==> config.mk <==
export PLATFORM = sky130hd
export DESIGN_NAME = fir_tap_ctrl
export DESIGN_NICKNAME = d
export VERILOG_FILES = /design/src/rtl/fir_pkg.sv /design/src/rtl/tap_shadow_bank.sv /design/src/rtl/fir_tap_ctrl.sv
export SDC_FILE = /design/constraint.sdc
export NUM_CORES = 1
export LEC_CHECK = 0
export CORE_ASPECT_RATIO = 0.5
export CORE_MARGIN = 5
export CORE_UTILIZATION = 56
export DETAILED_ROUTE_END_ITERATION = 7
export GPL_ROUTABILITY_DRIVEN = 1
export PLACE_DENSITY_LB_ADDON = 0.1
export SYNTH_ARGS = -nofsm -noshare
export SYNTH_HDL_FRONTEND = slang
export SYNTH_HIERARCHICAL = 1
export SYNTH_SLANG_ARGS = --single-unit
==> constraint.sdc <==
create_clock -name clock -period 5 [get_ports clock]
set_input_delay 0.5 -clock clock [delete_from_list [all_inputs] [get_ports clock]]
set_output_delay 0.5 -clock clock [all_outputs]
set_load 0.02 [all_outputs]
==> src/rtl/fir_pkg.sv <==
// rtl/fir_pkg.sv - shared FIR constants and tap controller state type
//
// Purpose : constants shared by `fir` and `fir_tap_ctrl`, plus the state
//           encoding of the tap controller.
// Contents: FIR_NUM_TAPS, FIR_TAP_W, tap_ctrl_state_t.
package fir_pkg;

  localparam int FIR_NUM_TAPS = 4;
  localparam int FIR_TAP_W    = 3;

  typedef enum logic [2:0] {
    IDLE   = 3'd0,
    LOAD   = 3'd1,
    DRAIN  = 3'd2,
    ARMED  = 3'd3,
    SETTLE = 3'd4
  } tap_ctrl_state_t;

endpackage

==> src/rtl/tap_shadow_bank.sv <==
// rtl/tap_shadow_bank.sv - NUM_TAPS x TAP_W register file with indexed write
//
// Purpose : holds a tap set while it is being streamed in.
// Ports   : clock, reset     - clock, synchronous active-high reset
//           wr_en_i          - write strobe
//           wr_idx_i         - entry written
//           wr_data_i        - value written
//           rd_data_o        - all entries, entry i at [i*TAP_W +: TAP_W]
module tap_shadow_bank #(
  parameter int NUM_TAPS = 4,
  parameter int TAP_W    = 3,
  parameter int IDX_W    = $clog2(NUM_TAPS)
) (
  input  logic                      clock,
  input  logic                      reset,
  input  logic                      wr_en_i,
  input  logic [IDX_W-1:0]          wr_idx_i,
  input  logic [TAP_W-1:0]          wr_data_i,
  output logic [NUM_TAPS*TAP_W-1:0] rd_data_o
);

  logic [TAP_W-1:0] mem_q [NUM_TAPS];

  always_ff @(posedge clock) begin
    if (reset) begin
      for (int i = 0; i < NUM_TAPS; i++) begin
        mem_q[i] <= '0;
      end
    end else if (wr_en_i) begin
      mem_q[wr_idx_i] <= wr_data_i;
    end
  end

  for (genvar g = 0; g < NUM_TAPS; g++) begin : g_rd
    assign rd_data_o[g*TAP_W +: TAP_W] = mem_q[g];
  end

endmodule

==> src/rtl/fir_tap_ctrl.sv <==
// rtl/fir_tap_ctrl.sv - streamed coefficient loader with atomic swap for `fir`
//
// Purpose : collects a tap set into a shadow bank, swaps it into the active
//           taps on a sample tick and mutes the filter while the delay line
//           refills.
// Ports   : clock, reset           - clock, synchronous active-high reset
//           sample_tick           - cycle in which `fir` consumes a sample
//           cfg_valid/ready/data/last - coefficient beat stream, tap 0 first
//           taps                  - active taps, tap i at [i*TAP_W +: TAP_W]
//           mute, busy            - output invalid / not idle
//           done, err_len         - reload complete / malformed set pulses
//           reload_count, err_count - only with FIR_TAP_CTRL_STATS_EN
module fir_tap_ctrl
  import fir_pkg::*;
#(
  parameter int NUM_TAPS = FIR_NUM_TAPS,
  parameter int TAP_W    = FIR_TAP_W
) (
  input  logic                      clock,
  input  logic                      reset,
  input  logic                      sample_tick,
  input  logic                      cfg_valid,
  output logic                      cfg_ready,
  input  logic [TAP_W-1:0]          cfg_data,
  input  logic                      cfg_last,
  output logic [NUM_TAPS*TAP_W-1:0] taps,
  output logic                      mute,
  output logic                      busy,
  output logic                      done,
`ifdef FIR_TAP_CTRL_STATS_EN
  output logic                      err_len,
  output logic [7:0]                reload_count,
  output logic [7:0]                err_count
`else
  output logic                      err_len
`endif
);

  localparam int IDX_W = $clog2(NUM_TAPS);
  localparam int CNT_W = $clog2(NUM_TAPS + 1);
  localparam logic [IDX_W-1:0] LAST_IDX    = IDX_W'(NUM_TAPS - 1);
  localparam logic [CNT_W-1:0] SETTLE_INIT = CNT_W'(NUM_TAPS);

  tap_ctrl_state_t           state_q, state_d;
  logic [IDX_W-1:0]          idx_q, idx_d;
  logic [CNT_W-1:0]          cnt_q, cnt_d;
  logic [NUM_TAPS*TAP_W-1:0] taps_q, taps_d;
  logic                      mute_q, mute_d;
  logic                      done_q, done_d;
  logic                      err_q, err_d;

  logic                      beat;
  logic                      shadow_we;
  logic [IDX_W-1:0]          shadow_idx;
  logic [NUM_TAPS*TAP_W-1:0] shadow_taps;

  assign cfg_ready = (state_q == IDLE) || (state_q == LOAD) || (state_q == DRAIN);
  assign beat      = cfg_valid && cfg_ready;

  // Beats taken in IDLE always land in entry 0; idx_q only tracks LOAD.
  assign shadow_we  = beat && ((state_q == IDLE) || (state_q == LOAD));
  assign shadow_idx = (state_q == IDLE) ? '0 : idx_q;

  tap_shadow_bank #(
    .NUM_TAPS (NUM_TAPS),
    .TAP_W    (TAP_W),
    .IDX_W    (IDX_W)
  ) u_shadow (
    .clock     (clock),
    .reset     (reset),
    .wr_en_i   (shadow_we),
    .wr_idx_i  (shadow_idx),
    .wr_data_i (cfg_data),
    .rd_data_o (shadow_taps)
  );

  always_comb begin
    state_d = state_q;
    idx_d   = idx_q;
    cnt_d   = cnt_q;
    taps_d  = taps_q;
    mute_d  = mute_q;
    done_d  = 1'b0;
    err_d   = 1'b0;
    case (state_q)
      IDLE: begin
        if (beat) begin
          if (cfg_last) begin
            err_d = 1'b1;
          end else begin
            idx_d   = IDX_W'(1);
            state_d = LOAD;
          end
        end
      end
      LOAD: begin
        if (beat) begin
          if (idx_q == LAST_IDX) begin
            idx_d = '0;
            if (cfg_last) begin
              state_d = ARMED;
            end else begin
              err_d   = 1'b1;
              state_d = DRAIN;
            end
          end else if (cfg_last) begin
            idx_d   = '0;
            err_d   = 1'b1;
            state_d = IDLE;
          end else begin
            idx_d = idx_q + IDX_W'(1);
          end
        end
      end
      DRAIN: begin
        if (beat && cfg_last) begin
          state_d = IDLE;
        end
      end
      ARMED: begin
        // Whole set moves on one edge so `fir` never sees a mixed set.
        if (sample_tick) begin
          taps_d  = shadow_taps;
          cnt_d   = SETTLE_INIT;
          mute_d  = 1'b1;
          state_d = SETTLE;
        end
      end
      SETTLE: begin
        // One tick per delay-line slot until every product uses new taps.
        if (sample_tick) begin
          if (cnt_q == CNT_W'(1)) begin
            cnt_d   = '0;
            mute_d  = 1'b0;
            done_d  = 1'b1;
            state_d = IDLE;
          end else begin
            cnt_d = cnt_q - CNT_W'(1);
          end
        end
      end
      default: begin
        state_d = IDLE;
      end
    endcase
  end

  always_ff @(posedge clock) begin
    if (reset) begin
      state_q <= IDLE;
      idx_q   <= '0;
      cnt_q   <= '0;
      taps_q  <= '0;
      mute_q  <= 1'b0;
      done_q  <= 1'b0;
      err_q   <= 1'b0;
    end else begin
      state_q <= state_d;
      idx_q   <= idx_d;
      cnt_q   <= cnt_d;
      taps_q  <= taps_d;
      mute_q  <= mute_d;
      done_q  <= done_d;
      err_q   <= err_d;
    end
  end

  assign taps    = taps_q;
  assign mute    = mute_q;
  assign busy    = (state_q != IDLE);
  assign done    = done_q;
  assign err_len = err_q;

`ifdef FIR_TAP_CTRL_STATS_EN
  logic [7:0] reload_cnt_q;
  logic [7:0] err_cnt_q;

  // 8-bit counters wrap 255->0 naturally.
  always_ff @(posedge clock) begin
    if (reset) begin
      reload_cnt_q <= '0;
      err_cnt_q    <= '0;
    end else begin
      if (done_q) reload_cnt_q <= reload_cnt_q + 8'd1;
      if (err_q)  err_cnt_q    <= err_cnt_q + 8'd1;
    end
  end

  assign reload_count = reload_cnt_q;
  assign err_count    = err_cnt_q;
`endif

endmodule

# Word-level counts from Yosys, hierarchy flattened
# Memory sizes are Yosys's and may differ from the RTL's. A register that Yosys moved wholly into a read port is not among the register bits.
# Cells that the tools add are included.
[word_totals] mem_bits_rw=12 output_inout_bits=17 ff_bits=11 mem_count=1
[classes] eq_ne=14 n_reduce_logical=16 bitwise_logic=2 muxes=40 addsub=2
[mem_list] name="u_shadow.mem_q" depth=4 word_bits=3 read_ports=4 rd_ports_with_merged_regs=4 write_ports=4 line="tap_shadow_bank.sv:22" source="logic [TAP_W-1:0] mem_q [NUM_TAPS];"
[ops] cell="two-way mux 3 bit" count=12
[ops] cell="two-way mux 1 bit" count=16
[ops] cell="one-hot mux 3 bit (5 select lines)" count=1
[ops] cell="two-way mux 2 bit" count=7
[ops] cell="inequality test 2 bit, second input constant" count=6
[ops] cell="AND reduction 4 bit" count=2
[ops] cell="AND reduction 8 bit" count=1
[ops] cell="equality test 3 x 1 -> 1 bit, second input constant" count=2
[ops] cell="equality test 3 x 2 -> 1 bit, second input constant" count=2
[ops] cell="one-hot mux 3 bit (2 select lines)" count=1
[ops] cell="OR reduction 3 bit" count=2
[ops] cell="one-hot mux 1 bit (2 select lines)" count=2
[ops] cell="one-hot mux 2 bit (2 select lines)" count=1
[ops] cell="nonzero test 2 bit" count=2
[ops] cell="equality test 3 bit, second input constant" count=1
[ops] cell="logical AND 1 bit" count=3
[ops] cell="zero test 3 bit" count=1
[ops] cell="inequality test 3 x 2 -> 1 bit, second input constant" count=1
[ops] cell="AND reduction 3 bit" count=1
[ops] cell="nonzero test 3 bit" count=1
[ops] cell="subtractor 3 x 1 -> 3 bit, second input constant" count=1
[ops] cell="adder 2 x 1 -> 2 bit, second input constant" count=1
[ops] cell="equality test 2 bit, second input constant" count=1
[ops] cell="logical OR 1 bit" count=2
[ops] cell="3 further kinds" count=4

# Logic depth before layout (Yosys ltp)
# Gate-level depths: netlist of run 1.
[depth] depth_word=10 depth_mapped=6 mapped_depth_nobuf=6

# Modules after synthesis
# Netlist of run 1, hierarchy kept.
[modules_own_cells] mod="fir_tap_ctrl" cells_each=135 area_per_inst_um2=1058.5 seq_area_each_um2=460.4 n_inst=1
[modules_own_cells] mod="tap_shadow_bank" cells_each=35 area_per_inst_um2=510.5 seq_area_each_um2=360.3 n_inst=1

# Worst setup path after synthesis of run 1
# No wires, ideal clock.
[synth_path] kind="reg-to-reg" start="register state_q[2]" end="memory u_shadow.mem_q[0][0], enable pin" path_buffers=1 stages_incl_launch_ff=6 setup_slack_ns=3.171 period_less_slack_ns=1.829 required_time_ns=4.704 arrival_time_ns=1.532 setup_ns=0.296 cell_sequence="dfxtp_1 clkbuf_1 or3_1 and2_1 inv_1 a31o_2"
[synth_rtl] element="from (decl)" line="fir_tap_ctrl.sv:44" source="tap_ctrl_state_t state_q, state_d;"
[synth_rtl] element="from (signal assigned)" line="fir_tap_ctrl.sv:158" source="state_q <= state_d;"
[synth_rtl] element="to (decl)" line="tap_shadow_bank.sv:22"

# Final worst setup path of run 1
[layout_path] start="register state_q[2]" end="output busy"
[layout_via] elab_chain_cells=1
[layout_rtl] element="nonzero test 3 bit" line="fir_tap_ctrl.sv:170" source="assign busy = (state_q != IDLE);"
[layout_rtl] element="to (decl)" line="fir_tap_ctrl.sv:28" source="output logic busy,"
# No other way between the ends.

==> impl_metrics.ini, run 1 <==
[clock_tree]
cts-root-buf = clkbuf_8
clock_sinks = 35
clk_path_buf_depth = 2
cts_max_level = 2
cts_tree = yes
hold_buffers = 0
insertion_delay_ns = 0.27
post_cts_resized = 0
post-cts-setup-buffers = 0
cts_buffers = 5
clk_pin_slew_worst_paths_ns = 0.07

[synthesis]
syn_area_sq_um = 1569
syn_area_per_cell_sq_um = 9.229
yosys.area_share.simple = 0.2376
muxShareOfSynthArea = 0.006380
netlist_instances = 170
synth_edf_count = 12
yosysWarnings = 6
synth_seq_cells = 35
synth_seq_area_share = 0.5231
synthAdderAreaFrac = 0.03190
synth-main-ff-cell = dfxtp_1
synth-compound-area-share = 0.1539
synth-xor-area-share = 0
async_reset_ff_frac = 0
synth_top_family_by_area = simple AND/OR/NAND/NOR gates
synth_cell_types = 37
synthesis.nets = 182

[global_routing]
overflow = 0
grt_max_degree = 32
first_global_vias = 1200
grt_pass1_wl_um = 5471
grt_usage = 0.1785
antenna_found_initial = 0

[sta]
setup_tns_ns = 0
fin_crit_ns = 2.223
setup_viol = 0
slew_viol_final = 0
max_freq_mhz = 449.8
worst_pin_slew_ns = 0.5495
period_share = 0.4446
finalClockSkew_ns = 0.005633
relSlewSlack = 0.6290
rsz0062_at_grt = no
hold_violations = 0

[die]
die_h_um = 47.43
coreArea_sq_um = 2635
rows = 13
die_x_um = 84.86
io_pins = 25
dieArea_sq_um = 4025
initial_utilization = 0.5954

[final_layout]
multi_input_area_sq_um = 674.4
drive_above_1_share = 0.06633
final_cell_mix = nand2_1, clkdlybuf4s50_1, dfxtp_1
fin_area_sq_um = 1912
fin_nets = 207
final_common_cell = nand2_1
n_antenna_cell = 0
seqCellArea_sq_um = 820.8
n_fill_cell = 221
area_delta_synth_final_pct = 21.85

[power]
power.density_nw_per_um2 = 276.0
p_total_mw = 0.5276
p_leak_nw = 0.6924
ir_drop_v = 0.0001691

[detailed_routing]
wire_per_inst_um = 13.72
drt_iter0_markers = 52
ant_nets = 0
drcViolationCount = 0
vias = 1245
dr.pass1.iters = 4
viasPerCell = 5.343
drt-total-wl_um = 3196

[setup_path]
crit_buf_inv = 1
path_delay_family = buffers and inverters
cp.required_ns = 4.50
rrSetupSlack_ns = 3.19
worstPathCellList = or3_1, clkdlybuf4s50_1
worstPathMaxFanout = 15
worst-setup-path-type = reg -> out
crit_cells = 2
r2r-end = u_shadow/mem_q[0][1]
worstSetupEndpointType = output port
reg2reg_from = state_q[2]
start_kind = flop
max_stage_delay_ns = 0.55
r2r_cells = 4
crit_arrival_ns = 1.72
crit_path_top_delay_cell = clkdlybuf4s50_1

[outcome]
outcome = completed

[placed_design]
post_dp_cell_area_sq_um = 1831
dp_hpwl_um = 2260
routabilityCongestion = 0.7526
portBuffers = 24

[hold_path]
hold_path_class = reg -> reg
min_to = cnt_q[1]
hold-path-cell-count = 2
hold_start = cnt_q[1]

[job]
max_cap_violations = 0
[cell usage after synthesis, drive strengths merged (2+ instances only)]
| cell | number | area, sq um |
|---|---|---|
| a21oi | 22 | 110.1 |
| a31o | 4 | 35.03 |
| a31oi | 2 | 12.51 |
| and2 | 3 | 20.02 |
| and4 | 3 | 26.28 |
| buf | 3 | 17.52 |
| clkbuf | 4 | 15.01 |
| dfxtp | 23 | 460.4 |
| edfxtp | 12 | 360.4 |
| ha | 4 | 50.05 |
| inv | 11 | 41.29 |
| nand2 | 31 | 116.4 |
| nand2b | 3 | 18.77 |
| nand3b | 2 | 15.01 |
| nor2 | 8 | 30.03 |
| nor2b | 4 | 32.53 |
| nor3 | 6 | 30.03 |
| o21ai | 7 | 35.03 |
| or4 | 3 | 22.52 |
[tightest hold or removal path, stage by stage (launching register included)]
cell and delay (ns):
dfxtp_1 0.31, nand2_1 0.05, a21oi_1 0.05
[through the flow]
step,std cells,util,setup WS [ns],hold WS [ns]
after floorplan,170,-,3.171,0.4319
after global placement,225,0.6947,2.933,0.4409
after detailed placement,225,0.6947,2.892,0.4432
after CTS,233,0.7255,2.772,0.4525
after global routing,233,0.7255,2.713,0.4710
final,233,0.7255,2.777,0.4495
[registers in the layout, summed over array words and instances (netlist names)]
name and count:
cnt_q 3, done 1, err_len 1, idx_q 2, mute 1, state_q 3, taps 12, u_shadow/mem_q 12
[worst max-delay path by stage]
stage                                       to  slack, ns       start
after floorplan           u_shadow/mem_q[0][0]       3.17  state_q[2]
after detailed placement              idx_q[1]       2.89    cfg_last
after CTS                                 busy       2.77  state_q[2]
final                                     busy       2.78  state_q[2]
after global placement                idx_q[1]       2.93    cfg_last
after global routing                      busy       2.71  state_q[2]
[routing by layer]
layer	vias to the layer above	wire, um	GRT usage
met5	-	0	0
met4	0	8	0.04732
met3	2	206	0.05498
met2	26	1389	0.2924
met1	566	1590	0.2382
li1	651	-	-
[cell families after synthesis]
family	after synthesis
adder cells (fa/ha/maj)	4
multiplexers	1
AO/OA/AOI/OAI	41
flip-flops	35
AND/OR/NAND/NOR	71
buffers and inverters	18
[layout make-up]
cell class,instances,area share
clock buffers,6,0.03796
flip-flops and latches,35,0.4293
inverters,11,0.02160
multi-input cells,117,0.3527
clock inverters,2,0.004581
repair buffers,25,0.1296
well taps,37,0.02421
[report_power, final]
part	total [mW]	internal [mW]	switching [mW]	leakage [nW]
Clock	0.191	0.0957	0.0957	0.0426
Sequential	0.303	0.300	0.00308	0.312
Combinational	0.0330	0.0145	0.0185	0.337
Note: power is estimated with default switching activity, not from simulation.
==> run 2, diff against run 1 <==
--- a/config.mk
+++ b/config.mk
@@ -7,7 +7,7 @@
 export LEC_CHECK = 0
 export CORE_ASPECT_RATIO = 0.5
 export CORE_MARGIN = 5
-export CORE_UTILIZATION = 56
+export CORE_UTILIZATION = 47
 export DETAILED_ROUTE_END_ITERATION = 7
 export GPL_ROUTABILITY_DRIVEN = 1
 export PLACE_DENSITY_LB_ADDON = 0.1
==> constraint.sdc (replaced) <==
create_clock -name clock -period 1.98 [get_ports clock]
set_input_delay 0.198 -clock clock [delete_from_list [all_inputs] [get_ports clock]]
set_output_delay 0.198 -clock clock [all_outputs]
set_load 0.02 [all_outputs]
==> impl_metrics.ini, run 2 (synthesis results as in run 1) <==
[setup_path]
rrSetupSlack_ns = 0.30
crit_path_top_delay_cell = clkdlybuf4s50_1
reg2reg_from = state_q[1]
r2r_cells = 4
worst-setup-path-type = reg -> out
cp.required_ns = 1.78
start_kind = flop
max_stage_delay_ns = 0.62
worstPathCellList = buf_4, a21oi_1, clkdlybuf4s50_1
worstPathMaxFanout = 9
crit_arrival_ns = 1.65
r2r-end = u_shadow/mem_q[2][1]
worstSetupEndpointType = output port

[job]
max_cap_violations = 0

[hold_path]
hold_start = taps[9]
min_to = taps[9]
hold_path_class = reg -> reg
hold-path-cell-count = 2

[detailed_routing]
drcViolationCount = 0
viasPerCell = 5.463
ant_nets = 0
drt-total-wl_um = 3467
wire_per_inst_um = 14.45
vias = 1311
dr.pass1.iters = 4
drt_iter0_markers = 48

[die]
die_h_um = 50.86
die_x_um = 91.71
rows = 14
coreArea_sq_um = 3100
io_pins = 25
initial_utilization = 0.5061
dieArea_sq_um = 4664

[final_layout]
drive_above_1_share = 0.09000
fin_area_sq_um = 1997
stdcell_count = 240
n_fill_cell = 266
n_antenna_cell = 0
fin_util = 0.6441
final_common_cell = nand2_1
fin_nets = 211
final_cell_mix = nand2_1, clkdlybuf4s50_1, dfxtp_1
area_delta_synth_final_pct = 27.27

[clock_tree]
post_cts_resized = 0
hold_buffers = 0
cts_tree = yes
cts_max_level = 2
cts-root-buf = clkbuf_8
insertion_delay_ns = 0.28
clock_sinks = 35
post-cts-setup-buffers = 0
clk_path_buf_depth = 2
cts_buffers = 5
clk_pin_slew_worst_paths_ns = 0.07

[sta]
fin_crit_ns = 1.852
worst_slack_ns = 0.1285
slew_viol_final = 0
hold_violations = 0
worst_hold_slack_ns = 0.4563
setup_viol = 0
setup_tns_ns = 0
rsz0062_at_grt = no
period_share = 0.9351
max_freq_mhz = 540.1
worst_pin_slew_ns = 0.5626
relSlewSlack = 0.6239
finalClockSkew_ns = 0.004583

[power]
ir_drop_v = 0.0003788
power.density_nw_per_um2 = 810.1
p_total_mw = 1.618
p_leak_nw = 0.7362

[global_routing]
grt_max_degree = 15
first_global_vias = 1247
grt_pass1_wl_um = 5947
overflow = 0
grt_usage = 0.1622
antenna_found_initial = 0

[placed_design]
dp_hpwl_um = 2466
post_dp_cell_area_sq_um = 1864
portBuffers = 24
routabilityCongestion = 0.8744
dpl.cell_count = 232
post-place-ws_ns = 0.1826

[outcome]
outcome = completed
run 2: cell types whose count changed in the layout (fill, tap and decap cells not counted), sizes merged:
cell    change
buf         +4
bufinv      +2
clkinv      -2
run 2: critical path, delay by kind of cell (launching register included):
kind / cells / cell delay [ns]
AO/OA/AOI/OAI: 1 / 0.17
buffers and inverters: 2 / 0.81
flip-flops: 1 / 0.39
run 2: worst max path at each step:
stage | cells after the start | start | to | slack (ns)
floorplan | 5 | state_q[2] | u_shadow/mem_q[0][0] | 0.15
finish | 3 | state_q[1] | cfg_ready | 0.13
global route | 3 | state_q[1] | cfg_ready | 0.05
global placement | 4 | cfg_last | idx_q[1] | 0.22
detailed placement | 4 | cfg_last | idx_q[1] | 0.18
CTS | 3 | state_q[1] | cfg_ready | 0.12
run 2: final cells by class:
type,count,area [sq um],area share
Clock inverter,2,60.06,0.03008
Clock buffer,6,72.57,0.03634
Timing Repair Buffer,29,277.8,0.1391
Inverter,11,41.29,0.02068
Sequential cell,35,820.8,0.4110
Tap cell,40,50.05,0.02506
Multi-Input combinational cell,117,674.4,0.3377
run 2: report_power, final:
| group | switching, mW | leakage, nW | internal, mW |
|---|---|---|---|
| logic | 0.0511 | 0.359 | 0.0394 |
| registers | 0.00612 | 0.312 | 0.757 |
| clock network | 0.260 | 0.0654 | 0.503 |
run 2: layer usage:
metal  vias to the layer above  GRT usage  share of wire
li1                        658          -              -
met1                       630     0.2105           0.49
met2                        20     0.2696           0.47
met3                         3    0.04252          0.035
met4                         0    0.05172         0.0046
met5                         -          0              0
